### src/rtl/dmem_arbiter_pkg.sv
// Shared types for the data-memory arbiter: FSM states and port identifiers.
package dmem_arbiter_pkg;

  typedef enum logic {
    ST_IDLE  = 1'b0,
    ST_BURST = 1'b1
  } state_e;

  typedef enum logic {
    PORT_CORE = 1'b0,
    PORT_DMA  = 1'b1
  } port_e;

endpackage

### src/rtl/dmem_arbiter_rr_pick.sv
// Two-way round-robin selector: a lone requester wins; on a tie the port
// that was not granted most recently wins.
module rr_pick
  import dmem_arbiter_pkg::*;
(
  input  logic  i_req_core,
  input  logic  i_req_dma,
  input  port_e i_last,
  output logic  o_gnt_core,
  output logic  o_gnt_dma
);

  assign o_gnt_core = i_req_core & (~i_req_dma | (i_last == PORT_DMA));
  assign o_gnt_dma  = i_req_dma & ~o_gnt_core;

endmodule

### src/rtl/dmem_arbiter.sv
// Single-port data memory arbiter between the core and a DMA engine.
// Grants are combinational; DMA bursts lock the port until d_last or
// BURST_MAX beats, after which a waiting core request gets the next slot.
module dmem_arbiter
  import dmem_arbiter_pkg::*;
#(
  parameter int AW        = 8,
  parameter int DW        = 8,
  parameter int BURST_MAX = 16
) (
  input  logic          clk,
  input  logic          reset,
  // core port
  input  logic          c_req,
  input  logic          c_we,
  input  logic [AW-1:0] c_addr,
  input  logic [DW-1:0] c_wdata,
  output logic          c_gnt,
  output logic          c_stall,
  output logic          c_rvalid,
  output logic [DW-1:0] c_rdata,
  // DMA port
  input  logic          d_req,
  input  logic          d_we,
  input  logic          d_last,
  input  logic [AW-1:0] d_addr,
  input  logic [DW-1:0] d_wdata,
  output logic          d_gnt,
  output logic          d_rvalid,
  output logic [DW-1:0] d_rdata,
  // memory port
  output logic          m_en,
  output logic          m_we,
  output logic [AW-1:0] m_addr,
  output logic [DW-1:0] m_wdata,
  input  logic [DW-1:0] m_rdata
);

  localparam int CW = $clog2(BURST_MAX + 1);

  state_e        r_state;
  state_e        w_nxt_state;
  logic [CW-1:0] r_cnt;
  logic [CW-1:0] w_nxt_cnt;
  logic [CW-1:0] w_cnt_inc;
  port_e         r_last;
  logic          r_rd_vld;
  port_e         r_rd_own;
  logic          w_rr_c;
  logic          w_rr_d;
  logic          w_c_gnt;
  logic          w_d_gnt;

  rr_pick u_rr (
    .i_req_core (c_req),
    .i_req_dma  (d_req),
    .i_last     (r_last),
    .o_gnt_core (w_rr_c),
    .o_gnt_dma  (w_rr_d)
  );

  assign w_cnt_inc = r_cnt + CW'(1);

  // Next-state and grant decode; nothing is granted while reset is low.
  always_comb begin
    w_nxt_state = r_state;
    w_nxt_cnt   = r_cnt;
    w_c_gnt     = 1'b0;
    w_d_gnt     = 1'b0;
    if (reset) begin
      case (r_state)
        ST_IDLE: begin
          w_c_gnt = w_rr_c;
          w_d_gnt = w_rr_d;
          if (w_rr_d && !d_last && (BURST_MAX > 1)) begin
            w_nxt_state = ST_BURST;
            w_nxt_cnt   = CW'(1);
          end
        end
        ST_BURST: begin
          // DMA owns the port; a stalled DMA beat keeps ownership and count.
          w_d_gnt = d_req;
          if (d_req) begin
            if (d_last || (w_cnt_inc == CW'(BURST_MAX))) begin
              w_nxt_state = ST_IDLE;
              w_nxt_cnt   = '0;
            end else begin
              w_nxt_cnt = w_cnt_inc;
            end
          end
        end
        default: begin
          w_nxt_state = ST_IDLE;
          w_nxt_cnt   = '0;
        end
      endcase
    end
  end

  // Memory-side mux from the granted port; all zero when idle.
  always_comb begin
    m_en    = w_c_gnt | w_d_gnt;
    m_we    = 1'b0;
    m_addr  = '0;
    m_wdata = '0;
    if (w_c_gnt) begin
      m_we    = c_we;
      m_addr  = c_addr;
      m_wdata = c_wdata;
    end else if (w_d_gnt) begin
      m_we    = d_we;
      m_addr  = d_addr;
      m_wdata = d_wdata;
    end
  end

  // FSM, burst counter, round-robin history and read-return tag.
  always_ff @(posedge clk) begin
    if (!reset) begin
      r_state  <= ST_IDLE;
      r_cnt    <= '0;
      r_last   <= PORT_DMA;
      r_rd_vld <= 1'b0;
      r_rd_own <= PORT_CORE;
    end else begin
      r_state <= w_nxt_state;
      r_cnt   <= w_nxt_cnt;
      if (w_c_gnt)      r_last <= PORT_CORE;
      else if (w_d_gnt) r_last <= PORT_DMA;
      r_rd_vld <= m_en & ~m_we;
      r_rd_own <= w_d_gnt ? PORT_DMA : PORT_CORE;
    end
  end

  assign c_gnt    = w_c_gnt;
  assign d_gnt    = w_d_gnt;
  assign c_stall  = c_req & ~w_c_gnt;
  // Read returns are suppressed while reset is held so nothing leaks out.
  assign c_rvalid = reset & r_rd_vld & (r_rd_own == PORT_CORE);
  assign d_rvalid = reset & r_rd_vld & (r_rd_own == PORT_DMA);
  assign c_rdata  = m_rdata;
  assign d_rdata  = m_rdata;

endmodule

### config.mk
export PLATFORM = sky130hd
export DESIGN_NAME = dmem_arbiter
export DESIGN_NICKNAME = d
export VERILOG_FILES = /design/src/rtl/dmem_arbiter_pkg.sv /design/src/rtl/dmem_arbiter_rr_pick.sv /design/src/rtl/dmem_arbiter.sv
export SDC_FILE = /design/constraint.sdc
export NUM_CORES = 1
export LEC_CHECK = 0
export ABC_CLOCK_PERIOD_IN_PS = 1700
export BUFFER_PORTS_ARGS = -buffer_cell sky130_fd_sc_hd__buf_2
export CAP_MARGIN = 40
export CORE_ASPECT_RATIO = 1.2
export CORE_UTILIZATION = 35
export DETAILED_ROUTE_END_ITERATION = 6
export GPL_TIMING_DRIVEN = 0
export PLACE_DENSITY = 0.85
export SLEW_MARGIN = 20
export SYNTH_ARGS = -nofsm -noshare
export SYNTH_HDL_FRONTEND = slang
export SYNTH_HIERARCHICAL = 1
export SYNTH_SLANG_ARGS = --single-unit
### constraint.sdc
create_clock -name clk -period 1.7 [get_ports clk]
set_input_delay 0.085 -clock clk [delete_from_list [all_inputs] [get_ports clk]]
set_output_delay 0.085 -clock clk [all_outputs]
set_load 0.01 [all_outputs]
==> summary.md <==
Measured against its own limit, the worst slew margin works out to 70.07%. The cell area that synthesis handed to floorplanning was 838.3 um2. In this run, synthesis produced a sequential element count of 9. The final-report max-slew violation count came out at 0. Counting distinct cell types in the post-synthesis netlist gives 35. The number of port buffers came out at 77. The ratio of final minimum period to clock period is 101.7%.

The classification of the worst setup path is flip-flop to primary output. The finished cells cover 0.001466 mm2. STA classifies the critical path endpoint as a primary output. The run gives 0 as the reported max-cap violation count.

Yosys mapped a number of flops with a built-in enable equal to 0. Of the total power, combinational logic draws 46.9%. The register-to-register setup slack is 0.25 ns. The worst hold path begins at c_we. After detailed placement, the design holds a cell count of 210.

The power per cell area was 513.7 mW/mm2. The total vias in the final route was 1099. The smallest setup slack after layout is -0.02896 ns. In the layout the commonest cells are buf_2 (68), buf_4 (19), buf_6 (16).

The post-place setup slack was 0.06860 ns. Cells with a size suffix above 1 make up 65.26% of the layout. Counting flops with an async set or reset pin after synthesis yields a share of 0%. Number of rows created at floorplan: 19.

The number of buffers inserted during clock tree synthesis came out at 3. The min-delay analysis places its worst path in the category input port to flip-flop. In this run the critical register-to-register path is captured at r_cnt[3]$_SDFFE_PN0P_.

0 antenna diodes ended up in the layout. The logs give 20 for the initial detailed-routing violation count and 1.62 ns for the required time at the worst-slack endpoint. During synthesis, Yosys emitted a total of 6 warnings.

For the pin count of the biggest net entering global routing, the log shows 11. The slew at the pin with the worst max-slew slack came out at 0.4480 ns. Subtracting the final worst setup slack from the clock period gives 1.729 ns. The number of nets handed over by synthesis was 150.

Leaving out fill and tap cells, the most frequent cell in the layout is buf_2. Static timing analysis puts the maximum clock frequency at 578.4 MHz. The count of non-filler cells in the finished layout was 221; the number of instances in the synthesized netlist was 102. The kind of launch point of the worst setup path is a flip-flop. In this run the count of I/O pins placed on the die edge is 86.

The area growth from synthesis to layout is 74.93%. The worst-case IR drop observed on VDD is 371.5 uV. The clock latency on the worst-skew pair is 0.26 ns. The run gives 2948 um as the post-detailed-routing wire length.

The root buffer cell chosen for the clock tree is clkbuf_4. The run gives 235.8 uW as the switching power total. The total area inside the core boundary comes to 0.002282 mm2.

The number of global-route vias before repair was 914. The net count of the finished layout is 239. For this run, the total global-route usage over all layers was measured as 18.50%.

The total overflow left after global routing is 0. The tools report the internal power consumption as 517.6 uW. The starting density of the core was 36.73%. The worst hold path terminates at r_rd_vld$_SDFF_PN0_.

Dividing the detail-routed wire length by the instance count gives 13.34 um. Of all nets on the critical path, the largest fanout is 6. Setup violations remaining at the end of the flow were counted as 2. Of the total power, the share spent switching nets is 31.30%. The critical path arrival was 1.64 ns; the hold violation total from the final report was 0. For this design the static power due to leakage is 0.0007855 uW.

The first detailed-routing pass took 4 iterations. Most used flip-flop cell after synthesis: dfxtp_1. In the routed design, unresolved DRC markers number 0. The floorplan step set the die width to 46.68 um. The worst hold path was traced through 3 stages. TritonCTS built the clock tree. The routed via count divided by cell count was 4.973; the routability congestion estimate from global placement was 0.7638. Power comes to 753.4 uW. The flow ran to the end, but the final reports show violations. After detailed placement, the total cell area comes to 0.001262 mm2. The run gives 0 as the number of antenna-violating nets in the routed design. The run gives 1911 um as the final HPWL from detailed placement.

Worst reg2reg path startpoint: r_last$_SDFFE_PN1P_. The tools report the count of H-tree levels built during CTS as 1. The number of cells on the worst reg-to-reg path is 5. The clock edge transition at the registers on the reported setup and hold paths works out to 0.06 ns.

The final reports fail on negative setup slack. For this run, the share of the core covered by cells in the final layout is 64.25%. The logs give 0 for the initial antenna violation count and 9 for the number of sinks on the clock net.

Between clock sinks in the finished design, the worst skew comes to 0.002068 ns. Counting the fill cells in the layout gives 197. Die area: 0.002596 mm2. Registers are responsible for 31.2% of the overall power. Summing the sequential cell areas from Yosys gives 21.49% of the chip area. For the maximum clock insertion buffer count, the log shows 2.

Setup repair after global routing could not meet its margin everywhere. After clock tree synthesis, the flow added hold-fix buffers numbering 0. In this run, the clock network consumes 21.9% of the power.

The die is 55.61 um tall. The per-instance average area after synthesis was 8.219 um2; the first-pass GRT wire length was 3484 um.
-- synthesized netlist by cell type, drive strengths merged, types with 2 or more instances --
| library cell | n | area (um2) |
|---|---|---|
| buf | 20 | 161.4 |
| a22o | 18 | 166.4 |
| dfxtp | 9 | 180.2 |
| nand2 | 9 | 36.29 |
| and2 | 6 | 37.54 |
| nor2 | 5 | 18.77 |
| a21oi | 4 | 20.02 |
| inv | 4 | 15.01 |
| nor3b | 3 | 27.52 |
| o21ai | 3 | 15.01 |
| a21boi | 2 | 15.02 |
| and3 | 2 | 12.51 |
| nand2b | 2 | 12.51 |
-- routing by layer --
layer | vias to the layer above | global-route usage (%) | share of wire, %
met5 | - | 0 | 0
met4 | 0 | 3.673 | 0.47
met3 | 2 | 6.818 | 9.5
met2 | 49 | 38.10 | 55
met1 | 515 | 14.58 | 35
li1 | 533 | - | -
-- stage by stage --
step / hold slack, ns / TNS [ns]
finish: 0.1164 / -0.04369
global route: 0.1179 / -1.792
CTS: 0.1102 / 0
detailed placement: 0.3535 / 0
global placement: 0.3532 / 0
floorplan: 0.2555 / 0
-- power groups by stage --
stage	registers [uW]	clock network [uW]	logic [uW]
after CTS	233	174	307
after detailed placement	236	0	281
final	235	165	354
after global routing	236	186	377
after floorplan	234	0	165
after global placement	236	0	279
-- state kept, by name, indices dropped and copies added, names as in the netlist --
signal	flops
r_last	1
r_rd_own	1
r_rd_vld	1
r_cnt	5
r_state	1
-- worst max-delay path, cell delays in order (launching register included) --
cell	delay [ns]
dfxtp_2	0.35
inv_2	0.04
a21boi_2	0.15
inv_2	0.07
nor3b_4	0.19
buf_6	0.16
buf_6	0.12
a22o_1	0.15
buf_2	0.14
-- kinds of logic (layout without fill, tap and decap cells) --
group	count (synthesis)	in the layout	share of synthesized area (%)
AOI/OAI and AO/OA	33	33	32.09
xor gates and xnor gates	1	1	1.045
adders and majority gates	1	1	1.492
buffers and inverters	25	113	21.49
DFF	9	9	21.49
muxes	1	1	1.194
and+or+nand+nor	32	32	21.20
-- worst max path at each step --
| stage | endpoint | depth (start not counted) | from |
|---|---|---|---|
| finish | m_addr[4] | 8 | r_last$_SDFFE_PN1P_ |
| global route | m_addr[4] | 8 | r_last$_SDFFE_PN1P_ |
| CTS | m_addr[2] | 7 | r_state$_SDFF_PN0_ |
| detailed placement | m_wdata[7] | 7 | r_last$_SDFFE_PN1P_ |
| global placement | m_wdata[0] | 7 | r_last$_SDFFE_PN1P_ |
| floorplan | m_addr[0] | 6 | r_last$_SDFFE_PN1P_ |
-- layout make-up --
class / instances / area, um2 / share of cell area (%)
Multi-Input combinational cell: 68 / 521.8 / 35.58
Timing Repair Buffer: 84 / 509.2 / 34.73
Sequential cell: 9 / 182.7 / 12.46
Buffer: 21 / 172.7 / 11.77
Tap cell: 31 / 38.79 / 2.645
Clock buffer: 4 / 26.28 / 1.792
Inverter: 4 / 15.01 / 1.024
-- repair_timing --
action,4_1_cts,5_1_grt
buffers inserted,4,1
cloned,2,0
resized for setup,12,18
pin swaps,2,18
setup endpoints to repair,19,20
Power figures use the tool's default switching activity.
